`config.mk`:
```
export PLATFORM = sky130hd
export DESIGN_NAME = frq_divider_bank
export DESIGN_NICKNAME = d
export VERILOG_FILES = /design/src/rtl/frq_divider_pkg.sv /design/src/rtl/frq_div_channel.sv /design/src/rtl/frq_divider_bank.sv
export SDC_FILE = /design/constraint.sdc
export NUM_CORES = 1
export LEC_CHECK = 0
export CAP_MARGIN = 20
export CORE_MARGIN = 2
export CORE_UTILIZATION = 50
export DETAILED_ROUTE_END_ITERATION = 16
export PLACE_DENSITY = 0.67
export SYNTH_ARGS = -nofsm -noshare
export SYNTH_HDL_FRONTEND = slang
export SYNTH_HIERARCHICAL = 1
export SYNTH_SLANG_ARGS = --single-unit
export TNS_END_PERCENT = 100
```
`constraint.sdc`:
```
create_clock -name clk -period 4.8 [get_ports clk]
set_input_delay 1.2 -clock clk [delete_from_list [all_inputs] [get_ports clk]]
set_output_delay 1.2 -clock clk [all_outputs]
set_load 0.02 [all_outputs]
```
`src/rtl/frq_divider_pkg.sv`:
```
// Shared constants for the frequency divider bank: divisor ROM, channel FSM states and
// default widths.
package frq_divider_pkg;

  localparam int unsigned DefNCh  = 4;
  localparam int unsigned DefSelW = 5;
  localparam int unsigned DefCntW = 16;
  localparam int unsigned DivW    = 9;

  localparam logic [1:0] StOff = 2'd0;
  localparam logic [1:0] StHi  = 2'd1;
  localparam logic [1:0] StLo  = 2'd2;

  // Code 0 is off, 1..15 give k+1, 16..31 give (k-14)*16.
  localparam logic [DivW-1:0] FRQ_ROM [32] = '{
    9'd0,   9'd2,   9'd3,   9'd4,   9'd5,   9'd6,   9'd7,   9'd8,
    9'd9,   9'd10,  9'd11,  9'd12,  9'd13,  9'd14,  9'd15,  9'd16,
    9'd32,  9'd48,  9'd64,  9'd80,  9'd96,  9'd112, 9'd128, 9'd144,
    9'd160, 9'd176, 9'd192, 9'd208, 9'd224, 9'd240, 9'd256, 9'd272
  };

endpackage

```
`src/rtl/frq_div_channel.sv`:
```
// One divider channel: OFF/HI/LO FSM with a pending code applied at the period boundary.
// Optional phase-alignment input when FRQ_DIV_SYNC_EN is defined.
module frq_div_channel
  import frq_divider_pkg::*;
#(
  parameter int unsigned SEL_W = DefSelW,
  parameter int unsigned CNT_W = DefCntW
) (
  input  logic             clk,
  input  logic             reset_n,
  input  logic [SEL_W-1:0] sel,
  input  logic             we,
`ifdef FRQ_DIV_SYNC_EN
  input  logic             sync,
`endif
  output logic             clk_out,
  output logic             pend
);

  logic [1:0]       state_q, state_d;
  logic [CNT_W-1:0] cnt_q, cnt_d;
  logic [4:0]       act_q, act_d;
  logic [4:0]       pcode_q, pcode_d;
  logic             pend_q, pend_d;
  logic             clk_out_q;

  logic [4:0]       sel_code, new_code;
  logic [DivW-1:0]  new_div;
  logic             boundary, align, apply;

  // Codes beyond the ROM range behave as "off".
  function automatic logic [4:0] norm_code(input logic [SEL_W-1:0] s);
    if (32'(s) > 32'd31) return 5'd0;
    return 5'(s);
  endfunction

  function automatic logic [CNT_W-1:0] hi_cnt(input logic [DivW-1:0] d);
    return CNT_W'({1'b0, d[DivW-1:1]} - 9'd1);
  endfunction

  function automatic logic [CNT_W-1:0] lo_cnt(input logic [DivW-1:0] d);
    return CNT_W'(d - {1'b0, d[DivW-1:1]} - 9'd1);
  endfunction

  assign sel_code = norm_code(sel);
  assign boundary = (state_q == StLo) && (cnt_q == '0);
  // A write in the same cycle wins over an older pending code.
  assign new_code = we ? sel_code : (pend_q ? pcode_q : act_q);
  assign new_div  = FRQ_ROM[new_code];

`ifdef FRQ_DIV_SYNC_EN
  assign align = sync && (state_q != StOff);
`else
  assign align = 1'b0;
`endif

  always_comb begin
    state_d = state_q;
    cnt_d   = cnt_q;
    act_d   = act_q;
    pcode_d = pcode_q;
    pend_d  = pend_q;
    apply   = 1'b0;

    if (state_q == StOff) begin
      apply = we;
    end else if (boundary || align) begin
      apply = 1'b1;
    end else begin
      if (we) begin
        pcode_d = sel_code;
        pend_d  = 1'b1;
      end
      if (cnt_q != '0) begin
        cnt_d = cnt_q - 1'b1;
      end else begin
        state_d = StLo;
        cnt_d   = lo_cnt(FRQ_ROM[act_q]);
      end
    end

    if (apply) begin
      act_d  = new_code;
      pend_d = 1'b0;
      if (new_div == '0) begin
        state_d = StOff;
        cnt_d   = '0;
      end else begin
        state_d = StHi;
        cnt_d   = hi_cnt(new_div);
      end
    end
  end

  always_ff @(posedge clk) begin
    if (!reset_n) begin
      state_q   <= StOff;
      cnt_q     <= '0;
      act_q     <= '0;
      pcode_q   <= '0;
      pend_q    <= 1'b0;
      clk_out_q <= 1'b0;
    end else begin
      state_q   <= state_d;
      cnt_q     <= cnt_d;
      act_q     <= act_d;
      pcode_q   <= pcode_d;
      pend_q    <= pend_d;
      clk_out_q <= (state_d == StHi);
    end
  end

  assign clk_out = clk_out_q;
  assign pend    = pend_q;

endmodule

```
`src/rtl/frq_divider_bank.sv`:
```
// Bank of N_CH independent programmable clock dividers.
// Defining FRQ_DIV_SYNC_EN adds a sync input that phase-aligns all running channels.
module frq_divider_bank
  import frq_divider_pkg::*;
#(
  parameter int unsigned N_CH  = DefNCh,
  parameter int unsigned SEL_W = DefSelW,
  parameter int unsigned CNT_W = DefCntW
) (
  input  logic                  clk,
  input  logic                  reset_n,
  input  logic [N_CH*SEL_W-1:0] sel_in,
  input  logic [N_CH-1:0]       sel_we,
`ifdef FRQ_DIV_SYNC_EN
  input  logic                  sync,
`endif
  output logic [N_CH-1:0]       clk_out,
  output logic [N_CH-1:0]       pend
);

  for (genvar c = 0; c < N_CH; c++) begin : g_ch
    frq_div_channel #(
      .SEL_W (SEL_W),
      .CNT_W (CNT_W)
    ) u_ch (
      .clk     (clk),
      .reset_n (reset_n),
      .sel     (sel_in[c*SEL_W +: SEL_W]),
      .we      (sel_we[c]),
`ifdef FRQ_DIV_SYNC_EN
      .sync    (sync),
`endif
      .clk_out (clk_out[c]),
      .pend    (pend[c])
    );
  end

endmodule

```
Word-level counts from Yosys, hierarchy flattened
Memories as Yosys holds them, arrays and structs flattened. Index checks and enable logic that the tools add are counted.

Bits in registers: 120. Memory bits (read-only): 2304. Output and inout port bits: 8. Word-level logic and storage cells: 193. Memories kept: 8.

Memory list: (no name shown) (words 32, bits a word 9, read ports 1, clocked after memory_dff 0, write ports 0, line frq_div_channel.sv:78) `cnt_d = lo_cnt(FRQ_ROM[act_q]);`; (no name shown) (words 32, bits a word 9, read ports 1, clocked after memory_dff 0, write ports 0, line frq_div_channel.sv:49) `assign new_div = FRQ_ROM[new_code];`; (no name shown) (words 32, bits a word 9, read ports 1, clocked after memory_dff 0, write ports 0, line frq_div_channel.sv:49); (no name shown) (words 32, bits a word 9, read ports 1, clocked after memory_dff 0, write ports 0, line frq_div_channel.sv:78); (no name shown) (words 32, bits a word 9, read ports 1, clocked after memory_dff 0, write ports 0, line frq_div_channel.sv:49); (no name shown) (words 32, bits a word 9, read ports 1, clocked after memory_dff 0, write ports 0, line frq_div_channel.sv:49); 2 more memories.

Add/subtract/negate cells: 16. Order comparisons: 8. Eq/ne operators: 16. Mux-type cells: 72. Bitwise gates (word level): 17. Reductions and logical operators: 32.

Operator list (count): 16-bit two-way mux (20); 9-bit two-way mux (16); 16-bit by 1-bit subtractor with 16-bit output, second input constant (8); 16-bit logical NOT (4); 16-bit nonzero test (4); 6-bit greater-or-equal comparator, second input constant (8); 5-bit inverter with 6-bit output (8); 5-bit two-way mux (8); 9-bit by 8-bit subtractor with 10-bit output (4); 9-bit logical NOT (4); 8-bit by 1-bit subtractor with 9-bit output, second input constant (4); 2-bit two-way mux (16); 1-bit two-way mux (12); 3-bit AND reduction (4); 1-bit inverter (9); 2-bit by 1-bit == test with 1-bit output, second input constant (4); 2-bit == test, second input constant (4); 2-bit logical NOT (4); 2-bit by 1-bit inequality test with 1-bit output, second input constant (4); 2-bit inequality test, second input constant (4); 2-bit AND reduction (4); 2-bit OR reduction (4); 1-bit logical AND (4).

Logic depth before layout (Yosys ltp)
Word-level depth: 10. Depth in mapped cells: 15. Gate-level depth less buffers: 14.

Modules after synthesis
The synthesis kept the hierarchy.

By module, submodules not included: frq_div_channel (g_ch[3].u_ch) (instances 1, cells an instance 404, area each 3086.7 um^2, seq. area each 600.6 um^2); frq_div_channel (g_ch[0].u_ch) (instances 1, cells an instance 397, area each 3067.9 um^2, seq. area each 600.6 um^2); frq_div_channel (g_ch[2].u_ch) (instances 1, cells an instance 406, area each 3051.7 um^2, seq. area each 600.6 um^2); frq_div_channel (g_ch[1].u_ch) (instances 1, cells an instance 384, area each 3001.6 um^2, seq. area each 600.6 um^2).

Worst setup path after synthesis
No wires, ideal clock.

Kind: input-to-reg. Start: input port sel_we[0]. End: register g_ch[0].u_ch.cnt_q[3]. Arrival time: 3.666 ns. Path slack: 1.011 ns. Stages on the path: 12. Path buffers: 2. Cells stage by stage: clkbuf_2 -> buf_4 -> o21a_1 -> inv_1 -> ha_1 -> inv_1 -> o311ai_0 -> or2_2 -> nor2_1 -> or4b_2 -> o211ai_1 -> a21oi_1.

Longest elaborated chain between the ends: 8. Elaborated cells on any way between the ends: 13.

Ends and longest elaborated chain: from (decl) (line frq_divider_bank.sv:13) `input logic [N_CH-1:0] sel_we,`; 5-bit two-way mux * (line frq_div_channel.sv:48) `assign new_code = we ? sel_code : (pend_q ? pcode_q : act_q);`; named net g_ch[0].u_ch.new_code[1] (line frq_div_channel.sv:27) `logic [4:0] sel_code, new_code;`; 5-bit inverter with 6-bit output (implied by the code) * (line frq_div_channel.sv:49); memory 32 x 9 bit *; 9-bit two-way mux (implied by the code) * (2 in a row) (line frq_div_channel.sv:49); 8-bit by 1-bit subtractor with 9-bit output or 9-bit logical NOT (tied branches) (line frq_div_channel.sv:38, frq_div_channel.sv:85); 16-bit two-way mux * (line frq_div_channel.sv:85) `if (new_div == '0) begin`; 16-bit two-way mux * (line frq_div_channel.sv:82) `if (apply) begin`; to (signal assigned) (line frq_div_channel.sv:105) `cnt_q <= cnt_d;`; to (decl) (line frq_div_channel.sv:21) `logic [CNT_W-1:0] cnt_q, cnt_d;`.

Mark *: on every way through the listed nets, which the timed path passes. The rest lies on a longest branch. The select of a mux whose other input is x is not followed. A chain may end at the register's enable or synchronous reset.

Final worst setup path
Start: input port sel_we[3]. End: register g_ch[3].u_ch.cnt_q[1].

Longest elaborated chain between the ends: 8. Elaborated cells on any way between the ends: 13.

Ends and longest elaborated chain (line): 5-bit two-way mux * (frq_div_channel.sv:48); named net g_ch[3].u_ch.new_code[1] (frq_div_channel.sv:27); 5-bit inverter with 6-bit output (implied by the code) * (frq_div_channel.sv:49); memory 32 x 9 bit *; 9-bit two-way mux (implied by the code) * (2 in a row) (frq_div_channel.sv:49); 8-bit by 1-bit subtractor with 9-bit output or 9-bit logical NOT (tied branches) (frq_div_channel.sv:38, frq_div_channel.sv:85); 16-bit two-way mux * (frq_div_channel.sv:85); 16-bit two-way mux * (frq_div_channel.sv:82); to (signal assigned) (frq_div_channel.sv:105); to (decl) (frq_div_channel.sv:21).

Marked as above.

==> reports/metrics.yaml <==
run_status:
  status: "finished, final reports clean"
place:
  place_inst: 1888
  dp_hpwl_microns: 22400
  routabilityCongestion: 0.885
  portBuffers: 33
synthesis:
  syn_inst: 1591
  synthAdderAreaFrac: 0.0968
  synth_edf_count: 0
  synthFlopType: "dfxtp_1"
  yosysTopAreaCell: "dfxtp_1"
  synth.mux.area_fraction: 0.0694
  ys_ff_latch: 120
  syn-num-nets: 1709
  seq_area_frac_synth: 0.197
  yosys_warnings: 6
  yosys.area_share.simple: 0.242
  synth_top_family_by_area: "compound AO/OA/AOI/OAI gates"
  synth_top_area_share: 0.197
  synth_xor_xnor_area_share: 0.0438
  synthArstFlopShare: 0
  synthesis.area_sq_um: 12200
  synthTopCellsByArea: "dfxtp_1 20%, ha_1 9.0%, a21oi_1 4.8%"
  ys_types: 119
  synth_compound_area_frac: 0.290
  synth_area_per_cell_sq_um: 7.67
pwr:
  power_leakage_nw: 5.29
  p_per_area_nw_per_um2: 393
  p_sw_frac: 0.415
  clock_power_share: 0.268
  p_int_w: 0.00306
  ir_drop_mv: 0.278
  power_switching_w: 0.00217
  power_frac_seq: 0.261
  p_comb_frac: 0.471
timing:
  report.final.slew_viol_count: 0
  finClkSkew_ns: 0.0103
  finalCriticalPeriod_ns: 4.08
  finalSetupTns_ns: 0
  tightest_slew_ns: 1.04
  finalHoldViolCount: 0
  setup_viol: 0
  slew-limit-headroom: 0.305
  rsz0062_at_grt: "no"
  timing.fmax_mhz: 245
  fin_crit_sh: 0.849
routing:
  vias: 11600
  wl_per_cell_microns: 15.9
  drt_iter0_markers: 894
  antenna_left: 0
  via_per_inst: 6.06
  firstDrtPassIters: 8
  wl_microns: 30600
  drc: 0
cts:
  cts_sinks: 120
  clkTransAtPathRegs_ns: 0.06
  htreeDepth: 4
  cts_tree: "done"
  worst_skew_pair.late_latency_ns: 0.42
  cts-root-buf: "clkbuf_16"
  cts_made_buffers: 17
  post_cts_buffers: 0
  cts_resized: 0
  postCtsHoldBufs: 0
  cts_buffer_depth: 2
cells_and_area:
  multi_input_area_sq_um: 9050
  area_delta_synth_final_pct: 9.00
  antennaDiodeCount: 0
  drive_gt1_frac: 0.0933
  final_cells: 1921
  fin_nets: 1702
  seqCellArea_sq_um: 2400
  n_fill_cell: 2263
worst_setup_path:
  required_ns: 5.08
  path_max_fanout: 10
  critPathKind: "primary input to register"
  start_kind: "primary input"
  crit_path_end_kind: "register"
  cp.arrival_ns: 4.35
run:
  cap_violations: 0
floorplanning:
  ios: 34
  die_h_microns: 160
  die_w_microns: 160
  start_util: 0.505
  num_rows: 57
  coreArea_sq_um: 24200
  dieArea_sq_um: 25700
global_route:
  grt-ovfl-total: 0
  grt_pass1_wl_microns: 51700
  grt_max_degree: 66
  grt_use_total: 0.236
  antenna_found_initial: 0
  grt_pass1_vias: 10800
min_path:
  hp-class: "register to register"
==> cell families after synthesis <==
kind of cell / Yosys count
buffers and inverters: 167
AO/OA/AOI/OAI: 508
flip-flops: 120
adder cells (fa/ha/maj): 92
AND/OR/NAND/NOR: 566
multiplexers: 77
XOR/XNOR: 61
==> synthesized netlist by cell type, types with 16 or more instances <==
library cell	instances
nand2_1	148
dfxtp_1	120
a21oi_1	118
nor2_1	118
o21ai_0	105
ha_1	88
inv_1	85
nor3_1	64
mux2i_1	54
nand3_1	50
clkbuf_1	45
xnor2_1	43
a211oi_1	37
nand2b_1	31
o211ai_1	25
a31oi_1	22
o21a_1	22
a21o_1	19
nor2b_1	19
xor2_1	18
o31ai_1	17
buf_2	16
==> power by group through the flow <==
| stage | combinational (W) | clock [W] | sequential (W) |
|---|---|---|---|
| final | 0.00246 | 0.00140 | 0.00137 |
| after global routing | 0.00273 | 0.00147 | 0.00139 |
| after CTS | 0.00243 | 0.00142 | 0.00136 |
| after detailed placement | 0.00241 | 0 | 0.00138 |
| after global placement | 0.00238 | 0 | 0.00138 |
| after floorplan | 0.00196 | 0 | 0.00132 |
==> sequential cells by signal, summed over array words and instances, names as in the netlist <==
signal / flops
g_ch.u_ch/pcode_q: 20
g_ch.u_ch/act_q: 20
g_ch.u_ch/pend: 4
g_ch.u_ch/cnt_q: 64
g_ch.u_ch/clk_out: 4
g_ch.u_ch/state_q: 8
==> critical path, cell delays in order <==
cell and delay [ns]:
clkdlybuf4s50_1 0.73, mux2i_4 0.38, inv_1 0.15, ha_1 0.36, or4_4 0.57, o31ai_4 0.25
a31oi_2 0.25, a221oi_1 0.37, a211oi_1 0.09
==> area by class of cell <==
cell class	count	share of cell area
repair buffers	52	0.0354
clock buffers	19	0.0333
multi-input cells	1304	0.680
flip-flops and latches	120	0.181
clock inverters	13	0.0147
inverters	89	0.0251
well taps	324	0.0305
==> metrics by stage <==
step / setup slack (ns) / hold slack, ns / utilization / instance area (sq um) / total power, W
final: 0.723 / 0.498 / 0.550 / 13300 / 0.00523
after global routing: 0.344 / 0.516 / 0.550 / 13300 / 0.00559
after CTS: 0.756 / 0.502 / 0.550 / 13300 / 0.00522
after detailed placement: 0.297 / 0.487 / 0.524 / 12700 / 0.00379
after global placement: 0.380 / 0.476 / 0.523 / 12600 / 0.00376
after floorplan: 1.01 / 0.459 / - / 12200 / 0.00327
==> metal layers <==
layer | wire [microns] | share of wire | global-route usage | vias to the layer above
li1 | - | - | - | 5895
met3 | 956 | 0.031 | 0.0231 | 23
met4 | 293 | 0.0096 | 0.0545 | 0
met5 | 0 | 0 | 0 | -
met1 | 14800 | 0.48 | 0.316 | 5488
met2 | 14600 | 0.48 | 0.409 | 237
==> worst paths after layout <==
| path | from | depth (start not counted) | slack, ns | end |
|---|---|---|---|---|
| max | sel_we[3] | 9 | 0.72 | g_ch[3].u_ch/cnt_q[1] |
| min | g_ch[0].u_ch/pcode_q[0] | 2 | 0.50 | g_ch[0].u_ch/pcode_q[0] |
| max reg2reg | g_ch[0].u_ch/act_q[0] | 13 | 0.82 | g_ch[0].u_ch/cnt_q[11] |
| min reg2reg | g_ch[0].u_ch/pcode_q[0] | 2 | 0.50 | g_ch[0].u_ch/pcode_q[0] |
==> cell usage in the layout (no fill, tap or decap), types with 9 or more instances in the layout <==
master and instances:
nand2_1 148, dfxtp_1 120, a21oi_1 118, nor2_1 118, o21ai_0 105, ha_1 88, inv_1 85, nor3_1 64
mux2i_1 54, nand3_1 50, xnor2_1 43, a211oi_1 37, clkdlybuf4s50_1 32, nand2b_1 31, o211ai_1 25, o21a_1 22
a31oi_1 22, nor2b_1 19, a21o_1 19, xor2_1 18, buf_4 18, clkbuf_16 17, o31ai_1 17, nor4_1 14
and3_1 12, or3_1 12, mux2_2 11, nand3b_1 11, mux2_4 9, a211o_1 9
(Power assumes the default switching activity.)
==> variant: new RTL, same settings <==
Add a define of `FRQ_DIV_SYNC_EN`.
--- a/src/rtl/frq_div_channel.sv
+++ b/src/rtl/frq_div_channel.sv
@@ -1,5 +1,7 @@
 // One divider channel: OFF/HI/LO FSM with a pending code applied at the period boundary.
 // Optional phase-alignment input when FRQ_DIV_SYNC_EN is defined.
+`define FRQ_DIV_SYNC_EN
+
 module frq_div_channel
   import frq_divider_pkg::*;
 #(
Interface: changed (added sync); port bits go from 34 to 35. No check against the original RTL was run, so the function may have changed too.
==> variant against the original RTL <==
Sequential cell count unchanged; cell area decreased by 3.9%; critical path type unchanged; register-to-register slack about the same; worst setup slack improved by 0.052 ns; highest routed layer unchanged; largest power group unchanged; critical endpoint is now g_ch[3].u_ch/cnt_q[11]; synthesized area decreased by 4.6%; wire length decreased by 4.0%; core utilization increased by 1.1 points; synthesized cell count decreased by 4.0%; total power decreased by 1.4%.
==> variant: results (changes against the original RTL) <==
[global_route]
grtUsageTotal = 0.244  ; +0.00767
grt_pass1_wl_mm = 50.0  ; -3.4%
antenna_found_initial = 0  ; unchanged
grt_pass1_vias = 10409  ; -3.7%
grt_max_degree = 38  ; -42%

[final_layout]
largest_registers = g_ch.u_ch/cnt_q x64, g_ch.u_ch/act_q x20, g_ch.u_ch/pcode_q x20
final_nets = 1655  ; -2.8%
largest_register = g_ch.u_ch/cnt_q
drive_gt1_frac = 0.0923  ; -0.000982
antenna-diode-count = 0  ; unchanged
finalCoreUtilization = 0.561  ; +0.0110

[logic_synthesis]
async_reset_ff_frac = 0  ; unchanged
synth_edf_count = 0  ; unchanged
synthTopCellsByArea = dfxtp_1, ha_1, nand2_1, a21oi_1, nor2_1
yosys-top-cells-count = nand2_1, nor2_1, dfxtp_1
ys_types = 111  ; -6.7%
synth_fp_nets = 1647  ; -3.6%
ys_warn_count = 6  ; unchanged
ys_seq_area_frac = 0.206  ; +0.00940

[route]
drt-total-wl_mm = 29.4  ; -4.0%
drt_iter0_drc = 707  ; -21%
via_per_inst = 6.04  ; -0.27%
drtPass1Iterations = 5  ; -3

[min_path]
min_from = g_ch[0].u_ch/pcode_q[1]
holdPathStages = 2  ; unchanged
min_to = g_ch[0].u_ch/pcode_q[1]
holdCritPathClass = flop to flop

[status]
outcome = complete, no violations

[setup_path]
worst_path_max_delay_cell = clkdlybuf4s50_1
ff2ff_path_depth = 13  ; unchanged
cp_top_family = compound AO/OA/AOI/OAI gates
slowest_delay_ns = 0.62  ; -0.11 ns
r2r_slack_ns = 0.82  ; about the same
crit_path_start = sel_we[3]
cp_max_fo = 8  ; -2
arrival_ns = 4.36  ; about the same
r2r_start = g_ch[3].u_ch/act_q[0]
setup.worst_path.end = g_ch[3].u_ch/cnt_q[11]

[clocking]
cts_setup_buffers = 0  ; unchanged
worstSkewPairLatency_ns = 0.42  ; about the same
numCtsBuffers = 17  ; unchanged
path_clk_slew_ns = 0.06  ; about the same
post_cts_resize_count = 0  ; unchanged
cts_root_buf = clkbuf_16
cts_max_path_buffers = 2  ; unchanged
htreeDepth = 4  ; unchanged

[sta]
fin_skew_ns = 0.0104  ; +0.0000512 ns
hold_ws_ns = 0.461  ; -0.0368 ns
max_slew_margin = 0.438  ; +0.133

[placement]
dpl.hpwl_mm = 21.6  ; -3.5%
placed_cell_area_um2 = 12200  ; -3.6%
port_buffers = 34  ; +3.0%
globalplace.congestion = 0.911  ; +2.9%

[power_and_ir_drop]
leakagePower_nw = 5.03  ; -5.0%
vdd_drop_max_v = 0.000234  ; -16%

==> variant: cells by family after synthesis <==
kind of cell             count (synthesis)  synth area share
AO/OA/AOI/OAI                          465             0.282
XOR/XNOR                                61            0.0465
adder cells (fa/ha/maj)                 92             0.101
buffers and inverters                  155            0.0575
flip-flops                             120             0.206
multiplexers                            60            0.0529
AND/OR/NAND/NOR                        575             0.254
==> variant: worst register-to-register path: cells and delay by family, from the launching register on <==
kind / cells / cell delay, ns
AOI/OAI and AO/OA: 6 / 1.73
adders and majority gates: 3 / 0.91
buffers and inverters: 2 / 0.15
DFF: 1 / 0.47
and+or+nand+nor: 2 / 0.62
==> variant: layer usage <==
metal / share of wire / track usage
met1: 0.47 / 0.324
met2: 0.46 / 0.407
met3: 0.052 / 0.0399
met4: 0.014 / 0.0682
met5: 0 / 0
==> variant: final cells by class <==
| class | instances | area, µm² |
|---|---|---|
| fill | 2114 | 9990 |
| multi-input combinational | 1253 | 8590 |
| sequential | 120 | 2400 |
| timing repair buffer | 54 | 485 |
| clock buffer | 17 | 425 |
| tap | 313 | 392 |
| inverter | 90 | 338 |
| clock inverter | 15 | 154 |
==> variant: power breakdown <==
part           leakage (nW)  total, mW  internal (mW)  switching, mW
Clock                 0.277       1.29          0.733          0.554
Combinational          3.77       2.54           1.04           1.51
Sequential            0.984       1.32           1.13          0.193
Total                  5.03       5.15           2.90           2.25
==> variant: per-stage QoR <==
stage	power, mW	setup WS, ns	cells
after floorplan	3.32	1.02	1528
after global placement	3.81	0.535	1830
after detailed placement	3.84	0.412	1830
after CTS	5.14	0.777	1862
after global routing	5.54	0.416	1862
final	5.15	0.774	1862
